### config.mk
export PLATFORM = sky130hd
export DESIGN_NAME = seq_detect_sched
export DESIGN_NICKNAME = d
export VERILOG_FILES = /design/src/rtl/seq_sched_pkg.sv /design/src/rtl/rr_arb2.sv /design/src/rtl/seq_detect_sched.sv
export SDC_FILE = /design/constraint.sdc
export NUM_CORES = 1
export LEC_CHECK = 0
export CAP_MARGIN = 20
export CORE_MARGIN = 1
export CORE_UTILIZATION = 25
export CTS_CLUSTER_SIZE = 10
export DETAILED_ROUTE_END_ITERATION = 10
export GPL_TIMING_DRIVEN = 0
export PLACE_DENSITY = 0.56
export RECOVER_POWER = 100
export SLEW_MARGIN = 20
export SYNTH_ARGS = -nofsm -noshare
export SYNTH_HDL_FRONTEND = slang
export SYNTH_SLANG_ARGS = --single-unit
### constraint.sdc
create_clock -name clk -period 2.1 [get_ports clk]
set_clock_uncertainty 0.1 [all_clocks]
set_input_delay 0.315 -clock clk [delete_from_list [all_inputs] [get_ports clk]]
set_output_delay 0.315 -clock clk [all_outputs]
set_load 0.01 [all_outputs]
### src/rtl/seq_sched_pkg.sv
// Shared types and constants for the time-shared "101" detector scheduler.
// Holds the scheduler state encoding, requester IDs and detector latency.
package seq_sched_pkg;

    typedef enum logic [2:0] {
        IDLE  = 3'd0,
        CLEAR = 3'd1,
        SHIFT = 3'd2,
        DRAIN = 3'd3,
        RESP  = 3'd4
    } state_e;

    localparam logic REQ0    = 1'b0;
    localparam logic REQ1    = 1'b1;
    localparam int   DET_LAT = 1;

    function automatic logic [1:0] onehot2(input logic idx);
        return idx ? 2'b10 : 2'b01;
    endfunction

endpackage

### src/rtl/rr_arb2.sv
// Two-way round-robin grant: requester ptr wins if asking, else the other one.
// Purely combinational; the pointer register belongs to the parent.
module rr_arb2
    import seq_sched_pkg::*;
(
    input  logic [1:0] req,
    input  logic       ptr,
    input  logic       en,
    output logic [1:0] gnt
);

    // Grant selection with pointer priority
    always_comb begin
        gnt = 2'b00;
        if (!en) begin
            gnt = 2'b00;
        end else if (req[ptr]) begin
            gnt = onehot2(ptr);
        end else if (req[~ptr]) begin
            gnt = onehot2(~ptr);
        end else begin
            gnt = 2'b00;
        end
    end

endmodule

### src/rtl/seq_detect_sched.sv
// Arbitrates two requesters onto one serial "101" Mealy detector, streams each
// word MSB-first into it and returns the hit count with the requester ID.
module seq_detect_sched
    import seq_sched_pkg::*;
#(
    parameter int WIDTH = 8,
    parameter int CNT_W = 4
) (
    input  logic             clk,
    input  logic             reset,
    input  logic [1:0]       req_valid,
    input  logic [WIDTH-1:0] req_data0,
    input  logic [WIDTH-1:0] req_data1,
    output logic [1:0]       req_ready,
    output logic             rsp_valid,
    output logic             rsp_id,
    output logic [CNT_W-1:0] rsp_count,
    input  logic             rsp_ready,
    output logic             det_in,
    output logic             det_clr,
    input  logic             det_out
);

    localparam int IDX_W = (WIDTH > 1) ? $clog2(WIDTH) : 1;

    state_e             state_q,   state_d;
    logic [WIDTH-1:0]   shreg_q,   shreg_d;
    logic [IDX_W-1:0]   idx_q,     idx_d;
    logic [CNT_W-1:0]   hit_cnt_q, hit_cnt_d;
    logic [CNT_W-1:0]   rsp_cnt_q, rsp_cnt_d;
    logic               rsp_id_q,  rsp_id_d;
    logic               rr_ptr_q,  rr_ptr_d;
    logic               arb_en_s;
    logic [1:0]         gnt_s;

    rr_arb2 u_arb (
        .req (req_valid),
        .ptr (rr_ptr_q),
        .en  (arb_en_s),
        .gnt (gnt_s)
    );

    // State and datapath registers
    always_ff @(posedge clk or negedge reset) begin
        if (!reset) begin
            state_q   <= IDLE;
            shreg_q   <= '0;
            idx_q     <= '0;
            hit_cnt_q <= '0;
            rsp_cnt_q <= '0;
            rsp_id_q  <= 1'b0;
            rr_ptr_q  <= 1'b0;
        end else begin
            state_q   <= state_d;
            shreg_q   <= shreg_d;
            idx_q     <= idx_d;
            hit_cnt_q <= hit_cnt_d;
            rsp_cnt_q <= rsp_cnt_d;
            rsp_id_q  <= rsp_id_d;
            rr_ptr_q  <= rr_ptr_d;
        end
    end

    // Next-state, datapath and output decode
    always_comb begin
        state_d   = state_q;
        shreg_d   = shreg_q;
        idx_d     = idx_q;
        hit_cnt_d = hit_cnt_q;
        rsp_cnt_d = rsp_cnt_q;
        rsp_id_d  = rsp_id_q;
        rr_ptr_d  = rr_ptr_q;
        arb_en_s  = 1'b0;
        req_ready = 2'b00;
        rsp_valid = 1'b0;
        det_in    = 1'b0;
        det_clr   = 1'b0;

        case (state_q)
            IDLE: begin
                // Gated by reset so no acceptance pulse leaks while held in reset
                arb_en_s  = reset;
                req_ready = gnt_s;
                if (gnt_s != 2'b00) begin
                    shreg_d   = gnt_s[1] ? req_data1 : req_data0;
                    rsp_id_d  = gnt_s[1] ? REQ1 : REQ0;
                    rr_ptr_d  = ~gnt_s[1];
                    hit_cnt_d = '0;
                    idx_d     = '0;
                    state_d   = CLEAR;
                end else begin
                    state_d   = IDLE;
                end
            end
            CLEAR: begin
                det_clr = 1'b1;
                state_d = SHIFT;
            end
            SHIFT: begin
                det_in  = shreg_q[WIDTH-1];
                shreg_d = {shreg_q[WIDTH-2:0], 1'b0};
                // det_out lags the serial input, so the first SHIFT cycle reflects the cleared input
                if ((idx_q >= IDX_W'(DET_LAT)) && det_out) begin
                    hit_cnt_d = hit_cnt_q + CNT_W'(1);
                end else begin
                    hit_cnt_d = hit_cnt_q;
                end
                if (idx_q == IDX_W'(WIDTH - 1)) begin
                    idx_d   = '0;
                    state_d = DRAIN;
                end else begin
                    idx_d   = idx_q + IDX_W'(1);
                    state_d = SHIFT;
                end
            end
            DRAIN: begin
                if (det_out) begin
                    hit_cnt_d = hit_cnt_q + CNT_W'(1);
                    rsp_cnt_d = hit_cnt_q + CNT_W'(1);
                end else begin
                    rsp_cnt_d = hit_cnt_q;
                end
                state_d = RESP;
            end
            RESP: begin
                rsp_valid = 1'b1;
                if (rsp_ready) begin
                    state_d = IDLE;
                end else begin
                    state_d = RESP;
                end
            end
            default: begin
                state_d = IDLE;
            end
        endcase
    end

    assign rsp_id    = rsp_id_q;
    assign rsp_count = rsp_cnt_q;

endmodule

==> flow_summary.ini <==
[outcome]
outcome = completed

[routing]
vias_per_cell = 4.66
dr.pass1.iters = 5
routed-via-count = 1175
drc_errors = 0
drt_iter0_markers = 70
wirelength_mm = 3.19
wl_per_cell_um = 12.6
ant_nets = 0

[sta]
finalHoldViolCount = 0
layout_worst_path_cycle_share_pct = 95.5
timing.fmax_mhz = 499
worstMarginPinSlew_ps = 1100
post-route-min-period_ps = 2010
rsz0062_at_grt = false
setup_violations = 0
slew_violations = 0
worst_slack_ps = 95.0
relSlewSlack_pct = 26.6

[synthesis]
synth_ff_type = dfrtp_1
synthTopCellsByArea = dfrtp_1, o21ai_0, nand2_1
ys.warnings.count = 0
syn_avg_cell_area_sq_um = 9.50
async_flop_share_pct = 100
ys_ff_latch = 24
synthDistinctLibCells = 40
synth_cells = 142
synth_top_area_share_pct = 44.5
netlist_area_sq_um = 1350
synth-edff-count = 0
synth_fp_nets = 168
synth_largest_area_cell = dfrtp_1
yosysSeqAreaShare_pct = 44.5

[place]
place_ws_ps = -554
port_buffers = 30
dp_cells = 242
gp_congestion = 0.712
dpl.hpwl_mm = 2.27

[floorplan]
die_area_sq_um = 5690
core.rowCount = 26
coreArea_sq_um = 5140
start_util_pct = 26.2
die_w_um = 75.5
die_h_um = 75.5
floorplan.io_pins = 32

[clocking]
path_clk_slew_ps = 100
cts_buffers = 3
clk_latency_ps = 270
root_buffer = clkbuf_8
h-tree-depth = 1
clock-sinks = 24
cts_tree = built
cts_buffer_depth = 2

[cells_and_area]
drive_above_1_share_pct = 12.6
antennaDiodeCount = 0
area_growth_pct = 37.2
seqCellArea_sq_um = 601
instances_no_fill = 252
nNetsFinal = 209
multiInputGateArea_sq_um = 669
fillCellCount = 558

[pwr]
power_density_nw_per_um2 = 1250
vdd_drop_max_mv = 0.418
p_leak_nw = 0.825

[global_routing]
grt_pass1_vias = 1171
grt_pass1_wl_mm = 5.34
antenna_found_initial = 0
gr-total-overflow = 0
gr-usage-all-layers_pct = 12.1
grt_max_degree = 25

[worst_setup_path]
endpoint_kind = output pin
critPathKind = in2out
cp_max_fo = 8
startpoint = req_valid[0]
required_ps = 1680
worstPathArrival_ps = 1590
worstReg2RegStart = state_q[1]
worst_setup_path_start_kind = input port

[hold_path]
worstHoldPathType = reg2reg
holdCritStartpoint = rsp_count[0]

[job]
drv_cap = 0
-- final cells by class --
cell class | count | area share, %
Clock buffer | 3 | 2.23
Tap cell | 70 | 4.73
Timing Repair Buffer | 37 | 18.8
Buffer | 9 | 2.77
Sequential cell | 24 | 32.5
Clock inverter | 1 | 1.62
Inverter | 6 | 1.22
Multi-Input combinational cell | 102 | 36.2
-- flip-flops by register name, indices dropped and copies added (netlist names) --
signal	count
shreg_q	8
hit_cnt_q	4
rsp_count	4
idx_q	3
state_q	3
rr_ptr_q	1
rsp_id	1
-- cell usage in the layout (no fill, tap or decap), drive strengths merged, types with 2 or more instances in the layout --
master / netlist / routed
a31oi: 2 / 2
ha: 4 / 4
clkdlybuf4s50: 0 / 20
clkbuf: 5 / 10
dfrtp: 24 / 24
nor2: 10 / 10
dlygate4sd3: 0 / 6
a32oi: 6 / 6
inv: 6 / 6
a21oi: 10 / 10
mux2i: 2 / 2
nand3: 5 / 5
buf: 5 / 9
nor3b: 2 / 2
a22oi: 2 / 2
and2: 2 / 2
o21ai: 17 / 17
o22ai: 6 / 6
xor2: 2 / 2
nand2: 15 / 15
nand2b: 3 / 3
dlygate4sd2: 0 / 3
-- power by group --
| part | leakage, nW | internal, mW | switching, mW |
|---|---|---|---|
| combinational | 0.492 | 0.513 | 0.554 |
| sequential | 0.297 | 0.674 | 0.157 |
| clock | 0.0357 | 0.255 | 0.162 |
-- layer usage --
layer | vias up | wire [um] | share of wire (%) | global-route usage, %
met2 | 32 | 1570 | 49 | 20.0
met3 | 2 | 143 | 4.5 | 2.91
met4 | 0 | 13 | 0.41 | 3.29
met5 | - | 0 | 0 | 0
li1 | 589 | - | - | -
met1 | 552 | 1450 | 46 | 15.9
-- per-stage QoR --
stage | cell area [sq um] | power (mW) | hold slack [ps] | utilization [%] | TNS [ps]
floorplan | 1350 | 1.55 | -80.6 | - | 0
global placement | 1740 | 1.89 | 362 | 33.8 | -17190
detailed placement | 1730 | 1.92 | 259 | 33.7 | -1520
CTS | 1880 | 2.39 | 393 | 36.7 | 0
global route | 1850 | 2.51 | 415 | 36.0 | 0
finish | 1850 | 2.31 | 380 | 36.0 | 0
-- cell families (layout without fill, tap and decap cells) --
family | count (synthesis) | after routing | share of synthesized area [%]
compound gates | 48 | 48 | 22.3
simple gates | 45 | 45 | 19.9
flops | 24 | 24 | 44.5
buf+inv | 16 | 56 | 6.21
fa+ha+maj | 4 | 4 | 3.71
xor+xnor | 3 | 3 | 1.95
mux | 2 | 2 | 1.48
-- path summary, 6_finish.rpt --
check | end | slack, ps | depth (start not counted)
max reg2reg | shreg_q[4] | 140 | 8
min reg2reg | rsp_count[0] | 380 | 2
min in group asynchronous | rsp_count[2] | 890 | 3
min | rsp_count[0] | 380 | 2
max | req_ready[1] | 90 | 5
max in group asynchronous | shreg_q[6] | 340 | 3
-- cells in the mapped netlist, types with 2 or more instances --
cell type,instances
nand2_1,15
nand3_1,5
o21ai_0,14
o21ai_1,2
inv_1,6
dfrtp_1,24
a31oi_1,2
buf_6,2
xor2_1,2
and2_1,2
nand2b_1,3
clkbuf_1,5
o22ai_1,6
ha_1,4
nor2_1,9
buf_4,2
a21oi_1,10
a32oi_1,6
mux2i_1,2
-- worst max-delay path: stages --
cell and delay, ps:
clkdlybuf4s50_1 530, nand2b_1 230, nand3_1 190, inv_1 50, dlygate4sd2_1 280
-- repair_timing --
item,4_1_cts,5_1_grt
setup endpoints to repair,4,1
pin swaps,4,1
setup buffers,4,1
cloned,0,0
resized for setup,12,1
hold endpoints to repair,24,0
hold buffers,2,0
No activity file was read; power rests on OpenSTA's default activity.
